==> config.mk <==
export PLATFORM = sky130hd
export DESIGN_NAME = regfile_wb_arbiter
export DESIGN_NICKNAME = d
export VERILOG_FILES = /design/src/rtl/regfile_wb_arbiter.sv
export SDC_FILE = /design/constraint.sdc
export NUM_CORES = 1
export LEC_CHECK = 0
export ABC_AREA = 1
export CELL_PAD_IN_SITES_DETAIL_PLACEMENT = 1
export CELL_PAD_IN_SITES_GLOBAL_PLACEMENT = 2
export CORE_UTILIZATION = 26
export DETAILED_ROUTE_END_ITERATION = 8
export DONT_BUFFER_PORTS = 1
export HOLD_SLACK_MARGIN = 0.03
export PLACE_DENSITY = 0.76
export SLEW_MARGIN = 10
export SYNTH_ARGS = -nofsm -noshare
export SYNTH_HDL_FRONTEND = slang
export SYNTH_SLANG_ARGS = --single-unit
==> constraint.sdc <==
create_clock -name clk -period 1.1 [get_ports clk]
set_input_delay 0.22 -clock clk [delete_from_list [all_inputs] [get_ports clk]]
set_output_delay 0.22 -clock clk [all_outputs]
set_load 0.02 [all_outputs]
==> src/rtl/regfile_wb_arbiter.sv <==
// ----------------------------------------------------------------------------
// regfile_wb_arbiter
//
// Purpose:
//   Two-way round-robin arbiter that merges the ALU and LSU writeback streams
//   into the single register-file write port.
//
//   The handshake completes in the cycle where valid and ready are both high.
//   The accepted write appears on rf_we/rf_waddr/rf_wdata one cycle later.
//   Writes to x0 are accepted but never assert rf_we.
//
//   Optional scoreboard, built only when macro RF_SCOREBOARD_EN is defined:
//   - tracks which destination registers have a reservation pending;
//   - answers the decode stage's hazard queries.
//   Without the macro, rs1_busy/rs2_busy are constant 0.
//
// Ports:
//   clk, rst             - clock; synchronous active-high reset
//   alu_wb_*             - ALU writeback requester (index 0):
//                          valid/ready/addr/data
//   lsu_wb_*             - load writeback requester (index 1):
//                          valid/ready/addr/data
//   rf_we/waddr/wdata    - registered register-file write port
//   issue_valid/issue_rd - decode reserves a destination register
//   rs1/rs2_addr, *_busy - hazard query on source operands
// ----------------------------------------------------------------------------
module regfile_wb_arbiter #(
    parameter int XLEN = 32
) (
    input  logic            clk,
    input  logic            rst,
    input  logic            alu_wb_valid,
    output logic            alu_wb_ready,
    input  logic [4:0]      alu_wb_addr,
    input  logic [XLEN-1:0] alu_wb_data,
    input  logic            lsu_wb_valid,
    output logic            lsu_wb_ready,
    input  logic [4:0]      lsu_wb_addr,
    input  logic [XLEN-1:0] lsu_wb_data,
    output logic            rf_we,
    output logic [4:0]      rf_waddr,
    output logic [XLEN-1:0] rf_wdata,
    input  logic            issue_valid,
    input  logic [4:0]      issue_rd,
    input  logic [4:0]      rs1_addr,
    input  logic [4:0]      rs2_addr,
    output logic            rs1_busy,
    output logic            rs2_busy
);

    // Requester that won the most recent accepted transfer: 0 = ALU, 1 = LSU.
    logic            r_last_grant;
    logic            w_alu_acc;
    logic            w_lsu_acc;
    logic            w_acc;
    logic [4:0]      w_acc_addr;
    logic [XLEN-1:0] w_acc_data;

    // A requester is ready unless the other one is contending and holds
    // priority. Only valids and the pointer matter, never addr or data.
    assign alu_wb_ready = !rst && (!lsu_wb_valid ||  r_last_grant);
    assign lsu_wb_ready = !rst && (!alu_wb_valid || !r_last_grant);

    assign w_alu_acc  = alu_wb_valid && alu_wb_ready;
    assign w_lsu_acc  = lsu_wb_valid && lsu_wb_ready;
    assign w_acc      = w_alu_acc || w_lsu_acc;
    assign w_acc_addr = w_lsu_acc ? lsu_wb_addr : alu_wb_addr;
    assign w_acc_data = w_lsu_acc ? lsu_wb_data : alu_wb_data;

    // Stage boundary: accepted transfer -> register-file write port.
    always_ff @(posedge clk) begin
        if (rst) begin
            r_last_grant <= 1'b1;
            rf_we        <= 1'b0;
            rf_waddr     <= 5'd0;
            rf_wdata     <= '0;
        end else begin
            rf_we <= w_acc && (w_acc_addr != 5'd0);
            if (w_acc) begin
                r_last_grant <= w_lsu_acc;
                rf_waddr     <= w_acc_addr;
                rf_wdata     <= w_acc_data;
            end
        end
    end

`ifdef RF_SCOREBOARD_EN
    logic [31:0] r_busy;
    logic [31:0] w_busy_set;
    logic [31:0] w_busy_clr;

    always_comb begin
        w_busy_set = '0;
        w_busy_clr = '0;
        if (issue_valid && (issue_rd != 5'd0)) begin
            w_busy_set[issue_rd] = 1'b1;
        end
        if (w_acc) begin
            w_busy_clr[w_acc_addr] = 1'b1;
        end
    end

    // Set is applied after clear so a same-cycle re-reservation survives.
    // Bit 0 is masked because x0 can never be busy.
    always_ff @(posedge clk) begin
        if (rst) begin
            r_busy <= '0;
        end else begin
            r_busy <= ((r_busy & ~w_busy_clr) | w_busy_set) & 32'hFFFF_FFFE;
        end
    end

    assign rs1_busy = r_busy[rs1_addr];
    assign rs2_busy = r_busy[rs2_addr];
`else
    logic w_unused_sb;
    assign w_unused_sb = ^{issue_valid, issue_rd, rs1_addr, rs2_addr};
    assign rs1_busy    = 1'b0;
    assign rs2_busy    = 1'b0;
`endif

endmodule

---- Yosys cells after proc, flatten, opt, wreduce, memory -nomap -nowiden ----
Cells that the tools add are included.
storage, ports and cells
  register bits after elaboration ......... 39
  input port bits ......................... 94
operators by class
  multiplexer cells ....................... 2
  reductions and logical operators ........ 13
operators by type and width
  cell                 count
  $mux W32             1
  $logic_and A1 B1 Y1  5
  $mux W5              1
  $reduce_bool A5 Y1   1
  $logic_not A1 Y1     4
  $logic_or A1 B1 Y1   3

---- Logic depth before layout (Yosys ltp) ----
Gate-level depths: netlist (run 1).
  depth in word-level cells ............... 7
  gate-level depth with buffers ........... 8

---- Least setup slack after synthesis (run 1) ----
No wires, ideal clock.
  path kind ............................... register -> register
  start point ............................. reg r_last_grant
  end point ............................... reg rf_we
  data arrival time ....................... 0.999 ns
  required time ........................... 0.973 ns
  slack ................................... -0.026 ns
  cell stages (with the launch flop) ...... 8
  path buffers ............................ 1
  period minus slack after synthesis ...... 1.126 ns
  cell sequence ........................... dfxtp_1 > nand2_2 > nand3_2 > buf_6 > o21ai_0 > nand2_1 > nor2_1 > nor2_1
on the way
  cells in the longest elaborated chain, start to end .. 7
  elaborated cells on any way between the ends .. 11
  those cells by class .................... mux: 1; reduce/logical: 10
RTL lines
  item                     line  text
  start, declared          52    logic r_last_grant;
  start signal, assigned   80    r_last_grant <= w_lsu_acc;
  $logic_not A1 Y1         62    assign lsu_wb_ready = !rst && (!alu_wb_valid || !r_last_grant);
  $logic_or A1 B1 Y1       62
  $logic_and A1 B1 Y1      62
  $logic_and A1 B1 Y1      65    assign w_lsu_acc = lsu_wb_valid && lsu_wb_ready;
  $mux W5                  67    assign w_acc_addr = w_lsu_acc ? lsu_wb_addr : alu_wb_addr;
  $reduce_bool A5 Y1       78    rf_we <= w_acc && (w_acc_addr != 5'd0);
  $logic_and A1 B1 Y1 (*)  78
  end signal, assigned     78
  end, declared            40    output logic rf_we,
Mark *: on every way between the ends. The rest lies on a longest branch, timed or not.
A chain may end at the register's enable or synchronous reset.

---- Worst setup path in the final report (run 1) ----
  start point ............................. reg r_last_grant
  end point ............................... out lsu_wb_ready
on the way
  cells in the longest elaborated chain, start to end .. 3
RTL lines
  item                 line  text
  $logic_not A1 Y1     62
  $logic_or A1 B1 Y1   62
  $logic_and A1 B1 Y1  62
  end, declared        37    output logic lsu_wb_ready,
Every way passes these cells.

==> impl_metrics.yaml, run 1 <==
timing:
  finalSetupViolCount: 38
  min_period_ns: 1.249
  fmax_mhz: 800.9
  final.setup.worst_slack_ns: -0.1486
  rsz0062_at_grt: "true"
  tns_ns: -1.541
  hold_violations: 0
  maxSlewViolCount: 0
  hold_slack_ns: 0.1173
  finalCritPeriodShare_pct: 113.5
  skew_ns: 0.002931
power:
  p_total_uw: 3508
  p_sw_uw: 1018
  internal_power_uw: 2490
  p_comb_share_pct: 15.2
  p_per_area_nw_per_um2: 1493
  peakVddDrop_mv: 0.5794
  swShare_pct: 29.03
  clkPwrFrac_pct: 36.1
  pwr-share-seq_pct: 48.7
  leakagePower_uw: 0.001078
global_routing:
  grt_pass1_vias: 1660
  antenna_found_initial: 0
  grt_max_degree: 31
  grtUsageTotal_pct: 13.70
  grt_pass1_wl_mm: 7.955
  grt-ovfl-total: 0
clocking:
  clock_latency_ns: 0.29
  clockRootBuffer: "clkbuf_8"
  cts_tree: "built"
  cts_buffer_depth: 2
  clk_pin_slew_ns: 0.08
  cts_inserted_buffers: 5
  htree_levels: 2
  clock_sinks: 39
worst_setup_path:
  start_kind: "flip-flop"
  timing.rr.start: "r_last_grant$_SDFFE_PP1P_"
  crit_top_cell: "buf_6"
  worst-path-stages: 5
  critPathSlowestCell: "dfxtp_2"
  path_max_fanout: 2
  cp-end-kind: "primary output"
  worst_ep_required_time_ns: 0.88
  crit_chain: "nand2_4 > buf_6 > inv_4 > nor2_4 > buf_6"
  crit_family: "flip-flops"
  path_class: "flip-flop to primary output"
  reg2reg_depth: 7
  slowest_delay_ns: 0.35
  ff2ff_setup_slack_ns: -0.13
  worst-path-buf-inv: 3
  cp.arrival_ns: 1.03
  r2r-end: "rf_wdata[7]$_SDFFE_PP0P_"
outcome:
  outcome: "finished with violations"
  violations: "setup timing"
placement:
  gp_congestion: 0.6408
  dpl_cell_area_um2: 2047
  port_buffers: 0
  dp_hpwl_mm: 3.699
  post-place-ws_ns: -0.1201
drt:
  antenna_left: 0
  drtIter0Drc: 51
  drt_first_pass_iters: 4
  wl_mm: 5.331
  via_per_inst: 4.697
  via_count: 1780
  wl_per_cell_um: 14.07
  post-route-drc-count: 0
die:
  start_util_pct: 27.09
  dieArea_um2: 7498
  fp-row-count: 30
  io_pins: 136
  fp.coreArea_um2: 6869
  dieHeight_um: 86.59
  dieWidth_um: 86.59
hold_path:
  min_from: "lsu_wb_data[27]"
  hp-class: "primary input to flip-flop"
  holdPathEnd: "rf_wdata[27]$_SDFFE_PP0P_"
  min_path_cells: 2
logic_synthesis:
  synth_edf_count: 0
  postSynthAreaPerCell_um2: 6.865
  synth-async-reset-ratio_pct: 0
  post-synth-top-count-cell: "a21oi_1"
  syn_area_um2: 1861
  synth_common_cells: "a21oi_1 (65), inv_1 (48), nand2_1 (44)"
  ys_ff_latch: 39
  synth_top_area_share_pct: 41.96
  synth_seq_area_share_pct: 41.96
  synth_area_leaders: "dfxtp_1 (42%), a21oi_1 (17%), inv_1 (9.7%), nand2_1 (8.9%), o21ai_0 (7.8%)"
  synth_largest_area_cell: "dfxtp_1"
  ys_types: 21
  synthCells: 271
  synthFlopType: "dfxtp_1"
  yosys_warnings: 0
final_layout:
  fillCellCount: 860
  final_nets: 376
  stdcell_area_um2: 2350
  area_delta_synth_final_pct: 26.29
  drive_gt1_share_pct: 18.73
  diodes: 0
  register_area_um2: 782.0
  multiInputGateArea_um2: 888.4
flow_run:
  max-cap-violations: 0
state kept, by name, summed over array words and instances (netlist names):
register / count
rf_we: 1
rf_wdata: 32
rf_waddr: 5
r_last_grant: 1
logic make-up (layout without fill, tap and decap cells):
kind of cell / after synthesis / count (layout) / share of synthesized area (%)
buffers and inverters: 70 / 81 / 15.60
and+or+nand+nor: 53 / 53 / 11.63
DFF: 39 / 39 / 41.96
AOI/OAI and AO/OA: 108 / 108 / 30.60
other: 1 / 2 / 0.2016
worst max path at each step:
stage / slack [ns] / end / start
after CTS: -0.19 / lsu_wb_ready / r_last_grant$_SDFFE_PP1P_
final: -0.15 / lsu_wb_ready / r_last_grant$_SDFFE_PP1P_
after detailed placement: -0.12 / rf_wdata[7]$_SDFFE_PP0P_ / r_last_grant$_SDFFE_PP1P_
after floorplan: -0.01 / rf_wdata[29]$_SDFFE_PP0P_ / r_last_grant$_SDFFE_PP1P_
after global placement: -0.09 / rf_wdata[7]$_SDFFE_PP0P_ / r_last_grant$_SDFFE_PP1P_
after global routing: -0.20 / rf_wdata[7]$_SDFFE_PP0P_ / r_last_grant$_SDFFE_PP1P_
per-stage QoR:
| step | util [%] | std cells |
|---|---|---|
| floorplan | - | 272 |
| global placement | 29.80 | 364 |
| detailed placement | 29.80 | 364 |
| CTS | 32.46 | 375 |
| global route | 34.21 | 379 |
| finish | 34.21 | 379 |
routing by layer:
metal | vias up | GRT usage [%] | wire length (um) | part of all wire [%]
met5 | - | 0 | 0 | 0
met4 | 0 | 4.545 | 58 | 1.1
met3 | 5 | 5.048 | 469 | 8.8
met2 | 68 | 23.95 | 2587 | 49
met1 | 822 | 15.37 | 2216 | 42
li1 | 885 | - | - | -
placed cells by master, fill, tap and decap left out, types with 3 or more instances in the layout:
| cell | count |
|---|---|
| buf_6 | 5 |
| clkbuf_8 | 6 |
| inv_1 | 45 |
| a21o_1 | 7 |
| a21oi_1 | 61 |
| nand2_1 | 38 |
| o211ai_1 | 3 |
| o21ai_1 | 6 |
| inv_2 | 4 |
| nand2_4 | 3 |
| dfxtp_1 | 38 |
| o21ai_0 | 24 |
| a21oi_2 | 3 |
| nand4_1 | 3 |
| buf_4 | 12 |
| nand2_2 | 4 |
| buf_12 | 4 |
final cells by class:
cell class,instances,share of cell area (%)
Clock inverter,2,1.491
Tap cell,96,5.112
Sequential cell,39,33.28
Multi-Input combinational cell,163,37.81
Timing Repair Buffer,23,10.70
Inverter,50,8.094
Clock buffer,6,3.514
what timing repair did:
action / CTS / global route
gates resized for setup: 9 / 24
gates cloned: 0 / 0
buffers inserted: 1 / 4
pin swaps: 2 / 9
hold endpoints to repair: 28 / 0
hold buffers: 2 / 0
setup endpoints to repair: 40 / 40
power groups by stage:
stage | clock network, uW | logic (uW) | registers, uW
6_report | 1270 | 534 | 1710
5_1_grt | 1380 | 603 | 1720
4_1_cts | 1320 | 489 | 1710
3_5_place_dp | 0 | 443 | 1740
3_3_place_gp | 0 | 430 | 1740
2_1_floorplan | 0 | 332 | 1720
Note: power is estimated with default switching activity, not from simulation.
==> inputs of run 2 (changes only) <==
--- a/config.mk
+++ b/config.mk
@@ -9,6 +9,7 @@
 export CELL_PAD_IN_SITES_DETAIL_PLACEMENT = 1
 export CELL_PAD_IN_SITES_GLOBAL_PLACEMENT = 2
 export CORE_UTILIZATION = 26
+export CTS_CLUSTER_SIZE = 14
 export DETAILED_ROUTE_END_ITERATION = 8
 export DONT_BUFFER_PORTS = 1
 export HOLD_SLACK_MARGIN = 0.03
==> results of run 2 <==
The final DEF is identical to that of run 1; final timing and power are the same.
==> inputs of run 3 (changes only) <==
--- a/config.mk
+++ b/config.mk
@@ -14,6 +14,7 @@
 export DONT_BUFFER_PORTS = 1
 export HOLD_SLACK_MARGIN = 0.03
 export PLACE_DENSITY = 0.76
+export RECOVER_POWER = 50
 export SLEW_MARGIN = 10
 export SYNTH_ARGS = -nofsm -noshare
 export SYNTH_HDL_FRONTEND = slang
==> results of run 3 <==
The final DEF is identical to that of run 1; final timing and power are the same.
